### config.mk
export PLATFORM = sky130hd
export DESIGN_NAME = alu_mul_seq_flat
export DESIGN_NICKNAME = d
export VERILOG_FILES = /design/src/rtl/alu_defs_pkg.sv /design/src/rtl/alu_mul_seq_if.sv /design/src/rtl/alu_mul_seq.sv /design/src/flat_wrapper.sv
export SDC_FILE = /design/constraint.sdc
export NUM_CORES = 1
export LEC_CHECK = 0
export ABC_AREA = 0
export CAP_MARGIN = 10
export CORE_MARGIN = 3
export CORE_UTILIZATION = 26
export DETAILED_ROUTE_END_ITERATION = 8
export SYNTH_ARGS = -nofsm -noshare
export SYNTH_HDL_FRONTEND = slang
export SYNTH_SLANG_ARGS = --single-unit
### constraint.sdc
create_clock -name CLK -period 1.7 [get_ports CLK]
set_clock_uncertainty 0.05 [all_clocks]
set_input_delay 0.34 -clock CLK [delete_from_list [all_inputs] [get_ports CLK]]
set_output_delay 0.34 -clock CLK [all_outputs]
set_load 0.1 [all_outputs]
### src/rtl/alu_defs_pkg.sv
// rtl/alu_defs_pkg.sv - ALU op field width and op encodings shared by the core and sequencer
package alu_defs_pkg;

  localparam int OPW = 4;

  localparam logic [OPW-1:0] kADD = 4'h0;
  localparam logic [OPW-1:0] kSUB = 4'h1;
  localparam logic [OPW-1:0] kAND = 4'h2;
  localparam logic [OPW-1:0] kOR  = 4'h3;
  localparam logic [OPW-1:0] kXOR = 4'h4;

endpackage

### src/rtl/alu_mul_seq_if.sv
// rtl/alu_mul_seq_if.sv - multiply request, core ALU request and ALU mux bundle for alu_mul_seq
interface alu_mul_seq_if #(
  parameter int W   = 16,
  parameter int OPW = 4
);

  // multiply request / result
  logic             start;
  logic [W-1:0]     mcand;
  logic [W-1:0]     mplier;
  logic             busy;
  logic             done;
  logic [2*W-1:0]   product;

  // core execute-stage ALU request
  logic             core_req;
  logic [OPW-1:0]   core_op;
  logic [W-1:0]     core_a;
  logic [W-1:0]     core_b;
  logic             core_ci;
  logic             core_grant;

  // shared ALU connection
  logic [OPW-1:0]   alu_op;
  logic [W-1:0]     alu_a;
  logic [W-1:0]     alu_b;
  logic             alu_ci;
  logic [W-1:0]     alu_out;
  logic             alu_co;

  // sequencer side
  modport slave (
    input  start, mcand, mplier,
    output busy, done, product,
    input  core_req, core_op, core_a, core_b, core_ci,
    output core_grant,
    output alu_op, alu_a, alu_b, alu_ci,
    input  alu_out, alu_co
  );

  // core / ALU side
  modport master (
    output start, mcand, mplier,
    input  busy, done, product,
    output core_req, core_op, core_a, core_b, core_ci,
    input  core_grant,
    input  alu_op, alu_a, alu_b, alu_ci,
    output alu_out, alu_co
  );

endinterface

### src/rtl/alu_mul_seq.sv
// rtl/alu_mul_seq.sv - shift-add unsigned multiply sequenced on the shared single-cycle ALU
module alu_mul_seq
  import alu_defs_pkg::*;
#(
  parameter int W   = 16,
  parameter int OPW = alu_defs_pkg::OPW
) (
  input  logic          CLK,
  input  logic          RESET,
  alu_mul_seq_if.slave  bus
);

  localparam int CW = (W > 1) ? $clog2(W) : 1;

  localparam logic [1:0] S_IDLE = 2'd0;
  localparam logic [1:0] S_RUN  = 2'd1;
  localparam logic [1:0] S_DONE = 2'd2;

  localparam logic [CW-1:0] CNT_LAST = CW'(W - 1);

  logic [1:0]    state_q, state_d;
  logic [CW-1:0] cnt_q,   cnt_d;
  logic [W-1:0]  hi_q,    hi_d;
  logic [W-1:0]  lo_q,    lo_d;
  logic [W-1:0]  mc_q,    mc_d;
  logic          done_q,  done_d;

  logic           run;
  logic [OPW-1:0] alu_op_c;
  logic [W-1:0]   alu_a_c;
  logic [W-1:0]   alu_b_c;
  logic           alu_ci_c;

  assign run = (state_q == S_RUN);

  // next state: accept start in IDLE/DONE, one shift-add iteration per RUN cycle
  always_comb begin
    state_d = state_q;
    cnt_d   = cnt_q;
    hi_d    = hi_q;
    lo_d    = lo_q;
    mc_d    = mc_q;
    done_d  = 1'b0;
    case (state_q)
      S_RUN: begin
        // carry-out lands in the new hi MSB, so the 2W-bit product never overflows
        {hi_d, lo_d} = {bus.alu_co, bus.alu_out, lo_q[W-1:1]};
        cnt_d        = cnt_q + CW'(1);
        if (cnt_q == CNT_LAST) begin
          state_d = S_DONE;
          done_d  = 1'b1;
        end
      end
      default: begin
        // IDLE and DONE both accept a new request; start in RUN is dropped
        if (bus.start) begin
          mc_d    = bus.mcand;
          lo_d    = bus.mplier;
          hi_d    = '0;
          cnt_d   = '0;
          state_d = S_RUN;
        end else begin
          state_d = S_IDLE;
        end
      end
    endcase
  end

  // state and datapath registers; reset aborts any multiply in flight
  always_ff @(posedge CLK or posedge RESET) begin
    if (RESET) begin
      state_q <= S_IDLE;
      cnt_q   <= '0;
      hi_q    <= '0;
      lo_q    <= '0;
      mc_q    <= '0;
      done_q  <= 1'b0;
    end else begin
      state_q <= state_d;
      cnt_q   <= cnt_d;
      hi_q    <= hi_d;
      lo_q    <= lo_d;
      mc_q    <= mc_d;
      done_q  <= done_d;
    end
  end

  // ALU input mux: sequencer owns the ALU only in RUN, otherwise the core passes straight through
  always_comb begin
    alu_op_c = bus.core_op;
    alu_a_c  = bus.core_a;
    alu_b_c  = bus.core_b;
    alu_ci_c = bus.core_ci;
    if (run) begin
      alu_op_c = OPW'(kADD);
      alu_a_c  = hi_q;
      alu_b_c  = lo_q[0] ? mc_q : '0;
      alu_ci_c = 1'b0;
    end
  end

  assign bus.alu_op     = alu_op_c;
  assign bus.alu_a      = alu_a_c;
  assign bus.alu_b      = alu_b_c;
  assign bus.alu_ci     = alu_ci_c;

  assign bus.core_grant = bus.core_req & ~run;
  assign bus.busy       = run;
  assign bus.done       = done_q;
  assign bus.product    = {hi_q, lo_q};

endmodule

### src/flat_wrapper.sv
// flat-port wrapper written by rule: the top's interface ports become plain ports
module alu_mul_seq_flat import alu_defs_pkg::*;
#(
  parameter int W   = 16,
  parameter int OPW = alu_defs_pkg::OPW
)
  (CLK, RESET, bus_start, bus_mcand, bus_mplier, bus_busy, bus_done, bus_product, bus_core_req, bus_core_op, bus_core_a, bus_core_b, bus_core_ci, bus_core_grant, bus_alu_op, bus_alu_a, bus_alu_b, bus_alu_ci, bus_alu_out, bus_alu_co);
  alu_mul_seq_if #(.W(W), .OPW(OPW)) bus_i ();
  input  logic CLK;
  input  logic RESET;
  input wire logic [$bits(bus_i.start)-1:0] bus_start;
  input wire logic [$bits(bus_i.mcand)-1:0] bus_mcand;
  input wire logic [$bits(bus_i.mplier)-1:0] bus_mplier;
  output wire logic [$bits(bus_i.busy)-1:0] bus_busy;
  output wire logic [$bits(bus_i.done)-1:0] bus_done;
  output wire logic [$bits(bus_i.product)-1:0] bus_product;
  input wire logic [$bits(bus_i.core_req)-1:0] bus_core_req;
  input wire logic [$bits(bus_i.core_op)-1:0] bus_core_op;
  input wire logic [$bits(bus_i.core_a)-1:0] bus_core_a;
  input wire logic [$bits(bus_i.core_b)-1:0] bus_core_b;
  input wire logic [$bits(bus_i.core_ci)-1:0] bus_core_ci;
  output wire logic [$bits(bus_i.core_grant)-1:0] bus_core_grant;
  output wire logic [$bits(bus_i.alu_op)-1:0] bus_alu_op;
  output wire logic [$bits(bus_i.alu_a)-1:0] bus_alu_a;
  output wire logic [$bits(bus_i.alu_b)-1:0] bus_alu_b;
  output wire logic [$bits(bus_i.alu_ci)-1:0] bus_alu_ci;
  input wire logic [$bits(bus_i.alu_out)-1:0] bus_alu_out;
  input wire logic [$bits(bus_i.alu_co)-1:0] bus_alu_co;
  assign bus_i.start = bus_start;
  assign bus_i.mcand = bus_mcand;
  assign bus_i.mplier = bus_mplier;
  assign bus_busy = bus_i.busy;
  assign bus_done = bus_i.done;
  assign bus_product = bus_i.product;
  assign bus_i.core_req = bus_core_req;
  assign bus_i.core_op = bus_core_op;
  assign bus_i.core_a = bus_core_a;
  assign bus_i.core_b = bus_core_b;
  assign bus_i.core_ci = bus_core_ci;
  assign bus_core_grant = bus_i.core_grant;
  assign bus_alu_op = bus_i.alu_op;
  assign bus_alu_a = bus_i.alu_a;
  assign bus_alu_b = bus_i.alu_b;
  assign bus_alu_ci = bus_i.alu_ci;
  assign bus_i.alu_out = bus_alu_out;
  assign bus_i.alu_co = bus_alu_co;
  alu_mul_seq #(.W(W), .OPW(OPW)) u_core (.CLK(CLK), .RESET(RESET), .bus(bus_i));
endmodule
=== Word level (Yosys, flattened, before mapping) ===
Cells that the tools add are included.
Widths: inputs -> output; s select.

* Flip-flop bits (word level): 55
* Input bits: 90
* Word-level logic and storage cells: 30

* Add/subtract/negate cells: 1
* Equal/unequal tests: 3
* Muxes and demuxes: 16
* Bitwise operators: 2
* Reductions and logical operators: 2

{| class="wikitable"
|+ Operators by type and width
! cell !! count
|-
| $mux 16 || 7
|-
| $mux 4 || 3
|-
| $add 4x1->4 const B || 1
|-
| $eq 4x4->1 const B || 1
|-
| $mux 1 || 4
|-
| $mux 2 || 2
|-
| $eq 2x1->1 const B || 1
|-
| $ne 2x2->1 const B || 1
|-
| $reduce_and 2->1 || 1
|-
| $reduce_bool 2->1 || 1
|-
| $and 1x1->1 || 1
|-
| $not 1->1 || 1
|}

=== Longest topological paths before layout ===
Gate-level depths: netlist (run 1).

* Word-level depth: 3
* Gate-level depth with buffers: 7
* Depth with buffers taken out: 4

=== Worst setup path after synthesis (run 1) ===
No wires, ideal clock.

* Kind: reg2out
* Start: reg u_core.lo_q[0]
* End: out bus_alu_b[0]
* Arrival: 2.239 ns
* Slack: -0.929 ns
* Stages on the path, launching flop included: 5
* Cell sequence: dfrtp_1 -> clkbuf_1 -> clkbuf_1 -> nand3_1 -> nand2_1

* Longest elaborated chain between the ends: 2

{| class="wikitable"
|+ Ends and longest elaborated chain
! element !! line !! source
|-
| start: declaration || alu_mul_seq.sv:24 || <nowiki>logic [W-1:0] lo_q, lo_d;</nowiki>
|-
| start signal: assignment || alu_mul_seq.sv:82 || <nowiki>lo_q <= lo_d;</nowiki>
|-
| $mux 16 || alu_mul_seq.sv:97 || <nowiki>alu_b_c = lo_q[0] ? mc_q : '0;</nowiki>
|-
| $mux 16 || alu_mul_seq.sv:94 || <nowiki>if (run) begin</nowiki>
|-
| end: declaration || flat_wrapper.sv:25 || <nowiki>output wire logic [$bits(bus_i.alu_b)-1:0] bus_alu_b;</nowiki>
|}

Every way passes these cells.

=== Worst setup path after layout (run 1) ===
* Start: reg u_core.state_q[0]
* End: out bus_alu_op[2]

* Longest elaborated chain between the ends: 2

{| class="wikitable"
|+ Ends and longest elaborated chain
! element !! line !! source
|-
| start: declaration || alu_mul_seq.sv:21 || <nowiki>logic [1:0] state_q, state_d;</nowiki>
|-
| start signal: assignment || alu_mul_seq.sv:79 || <nowiki>state_q <= state_d;</nowiki>
|-
| $eq 2x1->1 || alu_mul_seq.sv:34 || <nowiki>assign run = (state_q == S_RUN);</nowiki>
|-
| $mux 4 || alu_mul_seq.sv:94 ||
|-
| end: declaration || flat_wrapper.sv:23 || <nowiki>output wire logic [$bits(bus_i.alu_op)-1:0] bus_alu_op;</nowiki>
|}

Every way passes these cells.

==> results.txt, run 1 <==
----------------------------------------------------
[CTS]
  Total of hold buffers inserted after clock tree synthesis ... 0
  Later-pin clock latency in the skew report ... 0.31 ns
  Max Root-Sink Buffers ... 2
  Cell at the root of the clock tree ... clkbuf_8
  Clock tree from TritonCTS ... yes
  Deepest level of the CTS H-tree ... 2
  Total clock buffers created by CTS ... 5
  Register clock-pin slew on the reported worst setup and hold paths ... 0.10 ns
  Number of sinks on the clock net ... 55

[Routing]
  Number of detailed-routing iterations run before antenna repair ... 4
  DRT iter0 DRCs ... 89
  Routed len/inst ... 16.8 um
  Number of remaining DRC errors ... 0
  Detailed Route WL ... 10.5 mm
  Vias/cell ... 4.55
  Detailed-route via count ... 2,841
  Number of nets with antenna violations after detailed routing ... 0

[Flow run]
  Count of maximum capacitance violations ... 0

[Place]
  Placed Cells incl. Taps ... 600
  PortBufs ... 161
  Last weighted congestion value of the routability-driven placer ... 0.734
  Cell area after placement ... a little under 0.006 sq mm
  Post-detailed-placement half-perimeter wirelength ... 6.97 mm

[Setup path]
  FF-to-FF Start ... u_core.state_q[0]
  Crit-path slowest cell ... dfrtp_1
  Top Family by Delay on Critical Path ... buffers and inverters
  Crit path kind ... flop to output port
  Critical Path Fanout Max ... 7
  Startpoint class of the critical path ... flop
  CP peak stage delay ... ~0.41 ns
  Endpoint required time on the critical path ... 1.31 ns
  Buffers and inverters on the worst path ... 3
  Slack of the worst reg-to-reg path ... 0.06 ns
  Cell count of the worst reg-to-reg path ... 6
  Worst Setup End Kind ... output port
  Cell chain of the critical path ... nand2b_4 -> buf_12 -> clkbuf_16 -> and2_4 -> buf_12
  Most frequent CP cell ... buf_12
  End of the worst register-to-register path ... u_core.cnt_q[2]
  Arr. time, crit path ... 1.53 ns

[GRT]
  Vias in the first global route ... approximately 3,000
  Maximum number of pins on one net before global-route repair ... 19
  Remaining global-route overflow ... 0
  First-pass GRT wire length ... 16.3 mm
  Total Routing Usage GR ... ~16%
  Number of antenna violations at the first check in global routing ... 0

[Finish]
  Fill count ... 801
  Final instance area ... around 0.0066 sq mm
  Non-filler cells in the finished layout ... 624
  Area Overhead vs Synth ... 129%
  Number of inserted diodes ... 0
  Final-stage net count ... 578
  Final standard cell utilization of the core ... 62.5%
  Share of final-layout standard cells stronger than drive strength 1 ... roughly half

[Floorplan]
  Die outline area ... 0.0123 sq mm
  Std-Cell Core Area ... 0.0105 sq mm
  Placement row count ... 37
  X dimension of the die ... roughly 110 um
  Number of top-level design ports ... between 150 and 200
  Die height ... 111 um
  Initial standard-cell utilization of the core ... 27.3%

[Logic synthesis]
  Net Count, Synth ... 403
  Synth unique cells ... 26
  Yosys top cell area share ... 48.0%
  Leading post-synthesis cells by cell area ... dfrtp_1, nand2_1, mux2i_1
  Synth Instances ... 312
  Cell taking the most area after synthesis ... dfrtp_1
  Warning count from the yosys run ... 0
  Netlist area before placement ... ~0.0029 sq mm
  Number of storage elements in the synthesis netlist ... 55
  Avg Synthesized Cell Area ... 9.19 sq um
  Register area share after synthesis ... 48.0%

[Timing]
  Setup total negative slack ... -7.26 ns
  Unrepaired setup endpoints after global routing ... true
  Normalized max-slew margin ... 71.8%
  Minimum period implied by the final worst setup slack ... 1.92 ns
  Final Hold Vio Count ... 0
  Worst setup slack after layout ... -0.220 ns
  Setup Viol. Count Final ... 39
  Total count of max-transition violations in the final report ... 0
  Final worst-path cycle share ... 113%
  Maximum achievable frequency ... 0.521 GHz
  Slew at the pin with the worst max-slew slack ... about 0.42 ns

[Outcome]
  Status ... complete, but fails checks
  Failing checks ... negative setup slack

[Hold path]
  Type of the worst min-delay path ... input pin to async pin

----------------------------------------------------
-- cell usage after synthesis --
library cell  instances
nand2_1             130
dfrtp_1              55
nand3_1              17
nand3b_1             17
mux2i_1              16
o21ai_0              16
mux2_4               10
buf_2                 8
mux2_2                8
and2_1                6
buf_4                 6
buf_6                 4
clkbuf_1              3
a21oi_1               2
and4_1                2
nor2_1                2
a211o_1               1
and3_1                1
buf_8                 1
clkbuf_2              1
ha_1                  1
inv_1                 1
inv_4                 1
nand2_8               1
nand2b_4              1
nor3_1                1
-- per-stage QoR --
step	hold WS, ns	setup WS, ns
floorplan	0.364	-0.174
global placement	0.442	0.117
detailed placement	0.447	0.108
CTS	0.329	-0.218
global route	0.352	-0.268
finish	0.322	-0.220
-- how the worst max path moves through the flow --
| stage | start | to | cells after the start |
|---|---|---|---|
| final | u_core.state_q[0] | bus_alu_op[2] | 5 |
| after global routing | u_core.state_q[0] | bus_alu_b[3] | 6 |
| after CTS | u_core.state_q[0] | bus_alu_b[15] | 6 |
| after detailed placement | u_core.state_q[1] | bus_alu_b[13] | 6 |
| after global placement | bus_core_b[2] | bus_alu_b[2] | 4 |
| after floorplan | u_core.lo_q[0] | bus_alu_b[0] | 4 |
-- state kept, by name, summed over array words and instances (netlist names) --
name and count:
u_core.hi_q 16, u_core.lo_q 16, u_core.mc_q 16, u_core.cnt_q 4, u_core.state_q 2, u_core.bus.done 1
-- metal layers --
metal | vias up | track usage, % | wire (um)
li1 | 1368 | - | -
met2 | 82 | 29.1 | 5520
met4 | 0 | 3.49 | 123
met5 | - | 0 | 0
met1 | 1380 | 20.4 | 4290
met3 | 11 | 3.38 | 523
-- logic make-up after synthesis --
| group | after synthesis | share of synthesized area, % |
|---|---|---|
| multiplexers | 34 | 14.0 |
| AO/OA/AOI/OAI | 19 | 3.45 |
| flip-flops | 55 | 48.0 |
| AND/OR/NAND/NOR | 178 | 28.2 |
| buffers and inverters | 25 | 5.98 |
| adder cells (fa/ha/maj) | 1 | 0.436 |
-- area by class of cell --
| class | instances | area [sq um] | share of cell area (%) |
|---|---|---|---|
| inverter | 2 | 18.8 | 0.286 |
| timing repair buffer | 190 | 2850 | 43.4 |
| tap | 136 | 170 | 2.59 |
| multi-input combinational | 233 | 2020 | 30.7 |
| clock buffer | 6 | 82.6 | 1.26 |
| sequential | 55 | 1400 | 21.3 |
| clock inverter | 2 | 35.0 | 0.533 |
-- cells in the final DEF (no fill, tap or decap), types with 2 or more instances in the layout --
| cell | instances |
|---|---|
| mux2_4 | 16 |
| mux2i_1 | 16 |
| clkbuf_16 | 3 |
| nand2_8 | 11 |
| clkbuf_8 | 6 |
| nand3b_1 | 17 |
| clkdlybuf4s50_1 | 88 |
| dfrtp_2 | 17 |
| buf_4 | 8 |
| nand2_4 | 42 |
| and4_1 | 2 |
| mux2_2 | 2 |
| buf_16 | 6 |
| buf_12 | 79 |
| and2_4 | 6 |
| nand2_2 | 14 |
| nor2_1 | 2 |
| dfrtp_1 | 38 |
| o21ai_0 | 16 |
| nand3_1 | 3 |
| buf_6 | 3 |
| nand3_4 | 9 |
| nand2_1 | 65 |
| nand3_2 | 5 |
-- repair_timing --
| action | in CTS | in global routing |
|---|---|---|
| pin swaps | 1 | 16 |
| cloned | 5 | 4 |
| gates resized for setup | 53 | 29 |
| endpoints found under the setup margin | 39 | 56 |
| buffers inserted | 7 | 0 |
Power of run 1 is left out: the tool's default activity adds up to more than one toggle a clock period on the data nets, which glitch-free logic cannot reach.
==> run 2, diff against run 1 <==
--- a/config.mk
+++ b/config.mk
@@ -10,6 +10,7 @@
 export CORE_MARGIN = 3
 export CORE_UTILIZATION = 26
 export DETAILED_ROUTE_END_ITERATION = 8
+export MAX_ROUTING_LAYER = met4
 export SYNTH_ARGS = -nofsm -noshare
 export SYNTH_HDL_FRONTEND = slang
 export SYNTH_SLANG_ARGS = --single-unit
==> run 2 against run 1 <==
  * Critical endpoint unchanged
  * Critical path type unchanged
  * Final cell count stayed put
  * Fmax is 0.59% higher
  * Design area stayed put
  * The flow still finishes with violations (negative setup slack)
  * Die area stayed put
  * Worst hold slack better by 0.0040 ns
==> results.txt, run 2 (synthesis gave the netlist of run 1 again) <==
----------------------------------------------------
[Outcome]
  Status ... complete, but fails checks
  Failing checks ... negative setup slack

[Floorplan]
  Die height ... 111 um
  Initial standard-cell utilization of the core ... a little over a quarter
  Die outline area ... around 0.012 sq mm
  Number of top-level design ports ... 162
  Placement row count ... 37
  Std-Cell Core Area ... between 0.01 and 0.015 sq mm
  X dimension of the die ... 111 um

[Setup path]
  Endpoint required time on the critical path ... 1.31 ns
  Crit path kind ... flop to output port
  Critical Path Fanout Max ... 7
  Arr. time, crit path ... 1.52 ns
  Worst Setup End Kind ... output port
  Startpoint class of the critical path ... flop

[Timing]
  Final worst-path cycle share ... 112%
  Slew at the pin with the worst max-slew slack ... 0.421 ns
  Post-Route Hold Slack ... 0.326 ns
  Unrepaired setup endpoints after global routing ... true
  Normalized max-slew margin ... 71.9%
  Maximum achievable frequency ... 0.524 GHz
  Setup total negative slack ... -6.94 ns
  Final Hold Vio Count ... 0
  Worst setup slack after layout ... -0.209 ns
  Setup Viol. Count Final ... 39
  Total count of max-transition violations in the final report ... 0
  Minimum period implied by the final worst setup slack ... 1.91 ns

[Finish]
  Final-stage net count ... a little under 600
  Area Overhead vs Synth ... 129%
  Final instance area ... 0.00657 sq mm
  Most common cell after layout, fill and taps aside ... clkdlybuf4s50_1
  Leading cell types in the layout, fill and taps excluded ... clkdlybuf4s50_1, buf_12, nand2_1, nand2_4, dfrtp_1
  Largest registers ... u_core.hi_q: 16 flops, u_core.lo_q: 16 flops, u_core.mc_q: 16 flops
  Fill count ... 801
  Number of inserted diodes ... 0
  Share of final-layout standard cells stronger than drive strength 1 ... 48.4%
  Final standard cell utilization of the core ... 62.5%

[CTS]
  Register clock-pin slew on the reported worst setup and hold paths ... 0.10 ns
  Max Root-Sink Buffers ... 2
  Deepest level of the CTS H-tree ... 2
  Total of hold buffers inserted after clock tree synthesis ... 0
  Number of sinks on the clock net ... 55
  Cell at the root of the clock tree ... clkbuf_8
  Later-pin clock latency in the skew report ... approximately 0.30 ns
  Clock tree from TritonCTS ... yes
  Total clock buffers created by CTS ... 5

[Place]
  Post-detailed-placement half-perimeter wirelength ... 6.97 mm
  Cell area after placement ... between 0.005 and 0.006 sq mm
  PortBufs ... 161
  Last weighted congestion value of the routability-driven placer ... 0.743

[Hold path]
  Type of the worst min-delay path ... input pin to async pin

[GRT]
  First-pass GRT wire length ... 16.3 mm
  Number of antenna violations at the first check in global routing ... 0
  Total Routing Usage GR ... 16.8%
  Vias in the first global route ... 3,010
  Remaining global-route overflow ... 0
  Maximum number of pins on one net before global-route repair ... 19

[Routing]
  Detailed Route WL ... 10.5 mm
  DRT iter0 DRCs ... ~70
  Number of detailed-routing iterations run before antenna repair ... 4
  Detailed-route via count ... about 2,900
  Routed len/inst ... 16.8 um
  Number of nets with antenna violations after detailed routing ... 0
  Vias/cell ... 4.57
  Number of remaining DRC errors ... 0

[Flow run]
  Count of maximum capacitance violations ... 0

----------------------------------------------------
-- run 2: cell counts in the layout (fill, tap and decap cells not counted) --
Identical to the previous run, type by type.
-- run 2: area by class of cell --
class	count	area [sq um]	area share, %
tap	136	170	2.59
clock buffer	6	82.6	1.26
timing repair buffer	190	2850	43.4
sequential	55	1400	21.3
inverter	2	18.8	0.286
multi-input combinational	233	2020	30.7
clock inverter	2	35.0	0.533
-- run 2: timing repair --
item	4_1_cts	5_1_grt
gates resized for setup	53	29
setup endpoints to repair	39	56
endpoints found under the hold margin	0	0
gates cloned	5	4
setup buffers	7	0
pin swaps	1	16
-- run 2: final timing paths --
check	startpoint	to	cells past startpoint	slack, ns
worst max-delay path	u_core.state_q[0]	bus_alu_op[2]	5	-0.21
worst min-delay path	RESET	u_core.mc_q[12]	2	0.33
worst max register to register	u_core.state_q[0]	u_core.cnt_q[2]	6	0.06
worst min register to register	u_core.mc_q[12]	u_core.mc_q[12]	1	0.47
max in group asynchronous	RESET	u_core.hi_q[13]	3	0.83
min in group CLK	u_core.mc_q[12]	u_core.mc_q[12]	1	0.47
-- run 2: stage by stage --
stage	setup WS (ns)	cells
2_1_floorplan	-0.174	312
3_3_place_gp	0.117	600
3_5_place_dp	0.108	600
4_1_cts	-0.218	620
5_1_grt	-0.268	624
6_report	-0.209	624
-- run 2: per-layer routing --
layer / part of all wire [%] / vias up / track usage, %
li1: - / 1368 / -
met1: 41 / 1387 / 20.9
met2: 53 / 87 / 29.1
met3: 4.4 / 11 / 2.62
met4: 1.1 / 0 / 3.49
met5: 0 / - / -
-- run 2: worst max-delay path, cell delays in order (launching register included) --
cell	delay [ns]
dfrtp_1	0.41
nand2b_4	0.12
buf_12	0.18
clkbuf_16	0.18
and2_4	0.15
buf_12	0.16
Power of run 2 is left out for the same reason.
==> run 3, diff against run 2 <==
--- a/config.mk
+++ b/config.mk
@@ -5,8 +5,7 @@
 export SDC_FILE = /design/constraint.sdc
 export NUM_CORES = 1
 export LEC_CHECK = 0
-export ABC_AREA = 0
-export CAP_MARGIN = 10
+export ABC_AREA = 1
 export CORE_MARGIN = 3
 export CORE_UTILIZATION = 26
 export DETAILED_ROUTE_END_ITERATION = 8
==> run 3 against run 2 <==
  * Flip-flop and latch count unchanged
  * Count of clock-buffer cells in the layout up 1
  * Non-clock buffer count down 2
  * Register-to-register slack better by 0.08 ns
  * Setup slack worse by 0.012 ns
  * The run still ends with negative setup slack left
  * Wire length down 8.7%
  * Critical path depth up 2
  * Fmax down 0.64%
  * Synthesized cell count up 15%
  * Utilization down 0.65 points
==> results.txt, run 3 <==
----------------------------------------------------
[Floorplan]
  Die height ... 107 um
  Initial standard-cell utilization of the core ... 27.0%
  Number of top-level design ports ... 162
  Placement row count ... 36
  Std-Cell Core Area ... 0.00986 sq mm
  Die outline area ... 0.0115 sq mm
  X dimension of the die ... 107 um

[Setup path]
  Worst Setup End Kind ... output port
  Cell chain of the critical path ... inv_2 -> nand2_8 -> buf_6 -> buf_12 -> nand2_1 -> o21ai_4 -> buf_12
  CP peak stage delay ... approximately 0.40 ns
  Startpoint class of the critical path ... flop
  Crit path kind ... flop to output port
  Arr. time, crit path ... 1.53 ns
  Top Family by Delay on Critical Path ... buffers and inverters
  Buffers and inverters on the worst path ... 4
  Critical Path Fanout Max ... 13
  Crit-path slowest cell ... dfrtp_1
  Endpoint required time on the critical path ... 1.31 ns
  Most frequent CP cell ... buf_12

[Finish]
  Fill count ... 842
  Final-stage net count ... 624
  Share of final-layout standard cells stronger than drive strength 1 ... 39.7%
  Largest registers ... u_core.hi_q: 16 flops, u_core.lo_q: 16 flops, u_core.mc_q: 16 flops
  Area Overhead vs Synth ... 129%
  Most common cell after layout, fill and taps aside ... nand2_1
  Leading cell types in the layout, fill and taps excluded ... nand2_1, clkdlybuf4s50_1, buf_12, dfrtp_1, nand3_1
  Non-filler cells in the finished layout ... 667
  Number of inserted diodes ... 0

[Timing]
  Total count of max-transition violations in the final report ... 0
  Minimum period implied by the final worst setup slack ... 1.92 ns
  Unrepaired setup endpoints after global routing ... true
  Maximum achievable frequency ... ~0.52 GHz
  Final Hold Vio Count ... 0
  Worst setup slack after layout ... -0.222 ns
  Slew at the pin with the worst max-slew slack ... 0.306 ns
  Normalized max-slew margin ... 79.6%
  Setup Viol. Count Final ... 39
  Final worst-path cycle share ... 113%

[Logic synthesis]
  Warning count from the yosys run ... 0
  Yosys top cell area share ... around half
  Register area share after synthesis ... 51.7%
  Commonest register cell after synthesis ... dfrtp_1
  Post-synthesis async set-or-reset flop share ... 100%
  Xor/xnor share of the synthesized area ... 0%
  Synth Instances ... about 360
  Leading post-synthesis cells by cell area ... dfrtp_1, nand2_1, o21ai_0
  Cell taking the most area after synthesis ... dfrtp_1
  Adder-cell share of the synthesized area ... 0.470%
  Top cells by instance count after synthesis ... nand2_1, dfrtp_1, o21ai_0
  Netlist area before placement ... 0.00266 sq mm
  Simple-gate area share of the yosys netlist ... 30.8%
  Library cell with the highest instance count after synthesis ... nand2_1
  Number of storage elements in the synthesis netlist ... 55
  Combinational family with the most area after synthesis ... simple AND/OR/NAND/NOR gates
  Net Count, Synth ... 450
  Area fraction in compound gates after synthesis ... 9.39%
  Synth unique cells ... 15
  Post-synth EDFFs ... 0
  Proportion of synthesized area in mux cells ... 0%
  Avg Synthesized Cell Area ... 7.42 sq um

[Outcome]
  Failing checks ... negative setup slack
  Status ... complete, but fails checks

[CTS]
  Deepest level of the CTS H-tree ... 2
  Later-pin clock latency in the skew report ... 0.30 ns
  Total clock buffers created by CTS ... 5
  Max Root-Sink Buffers ... 2
  Register clock-pin slew on the reported worst setup and hold paths ... ~0.1 ns
  Cell at the root of the clock tree ... clkbuf_8
  Clock tree from TritonCTS ... yes
  Total of hold buffers inserted after clock tree synthesis ... 0
  Number of sinks on the clock net ... 55

[Routing]
  Number of detailed-routing iterations run before antenna repair ... 4
  Number of nets with antenna violations after detailed routing ... 0
  Number of remaining DRC errors ... 0
  Vias/cell ... 4.44
  Detailed Route WL ... between 9 and 10 mm
  Routed len/inst ... 14.3 um
  DRT iter0 DRCs ... 124
  Detailed-route via count ... ~3,000

[GRT]
  Number of antenna violations at the first check in global routing ... 0
  Vias in the first global route ... ~3,200
  Remaining global-route overflow ... 0
  Maximum number of pins on one net before global-route repair ... 56
  Total Routing Usage GR ... 17.6%
  First-pass GRT wire length ... 15.9 mm

[Flow run]
  Count of maximum capacitance violations ... 0

[Place]
  Last weighted congestion value of the routability-driven placer ... 0.831
  PortBufs ... 161
  Placed Cells incl. Taps ... between 600 and 700
  Post-detailed-placement half-perimeter wirelength ... 6.95 mm

[Hold path]
  Type of the worst min-delay path ... input pin to async pin

----------------------------------------------------
[run 3: cell count changes in the layout (fill, tap and decap cells not counted), sizes merged, moves of 2 or more]
| cell | change |
|---|---|
| nand2 | +24 |
| nand3b | -17 |
| mux2 | -18 |
| inv | +25 |
| mux2i | -16 |
| nand3 | +17 |
| and2 | -6 |
| o21ai | +33 |
| and4 | -2 |
| nor2 | +10 |
| clkbuf | -2 |
[run 3: path summary, 6_finish.rpt]
| check | startpoint | to | slack (ns) | cells after the start |
|---|---|---|---|---|
| max | u_core.state_q[1] | bus_alu_a[3] | -0.22 | 7 |
| min | RESET | u_core.mc_q[2] | 0.42 | 3 |
| max reg2reg | u_core.state_q[0] | u_core.cnt_q[2] | 0.14 | 8 |
| min reg2reg | u_core.mc_q[14] | u_core.mc_q[14] | 0.44 | 2 |
| max in group asynchronous | RESET | u_core.lo_q[0] | 0.90 | 3 |
| min in group CLK | u_core.mc_q[14] | u_core.mc_q[14] | 0.44 | 2 |
[run 3: tightest hold or removal path, cell delays in order]
cell and delay, ns:
clkdlybuf4s50_1 0.45, clkinvlp_4 0.10, buf_12 0.27
[run 3: cells by family (layout without fill, tap and decap cells)]
family,count (synthesis),in the layout
simple gates,205,205
buf+inv,48,223
fa+ha+maj,1,1
flops,55,55
compound gates,50,50
[run 3: layout make-up]
class | count | area [sq um] | share of cell area [%]
tap | 133 | 166 | 2.73
multi-input combinational | 256 | 1590 | 26.1
clock inverter | 1 | 5.00 | 0.0820
clock buffer | 7 | 86.3 | 1.41
inverter | 27 | 108 | 1.76
sequential | 55 | 1400 | 23.0
timing repair buffer | 188 | 2740 | 45.0
[run 3: stage by stage]
| stage | instance area (sq um) | TNS (ns) | utilization, % | worst slack, ns | hold WS, ns |
|---|---|---|---|---|---|
| after floorplan | 3210 | -5.08 | - | -0.305 | 0.364 |
| after global placement | 5740 | 0 | 58.2 | 0.103 | 0.414 |
| after detailed placement | 5740 | 0 | 58.2 | 0.0489 | 0.415 |
| after CTS | 6120 | -7.32 | 62.1 | -0.242 | 0.435 |
| after global routing | 6100 | -9.16 | 61.9 | -0.296 | 0.446 |
| final | 6100 | -6.50 | 61.9 | -0.222 | 0.421 |
[run 3: repair_timing]
item,CTS,global route
endpoints found under the setup margin,39,54
setup buffers,7,1
cloned,5,0
hold endpoints to repair,0,0
pin swaps,16,5
resized for setup,32,2
[run 3: routing by layer]
layer  wire length [um]  vias up  track usage, %
li1                   -     1478               -
met4                 54        0            2.47
met2               4640      118            29.3
met1               4120     1358            22.3
met5                  0        -               -
met3                734        5            4.58
Power of run 3 is left out for the same reason.
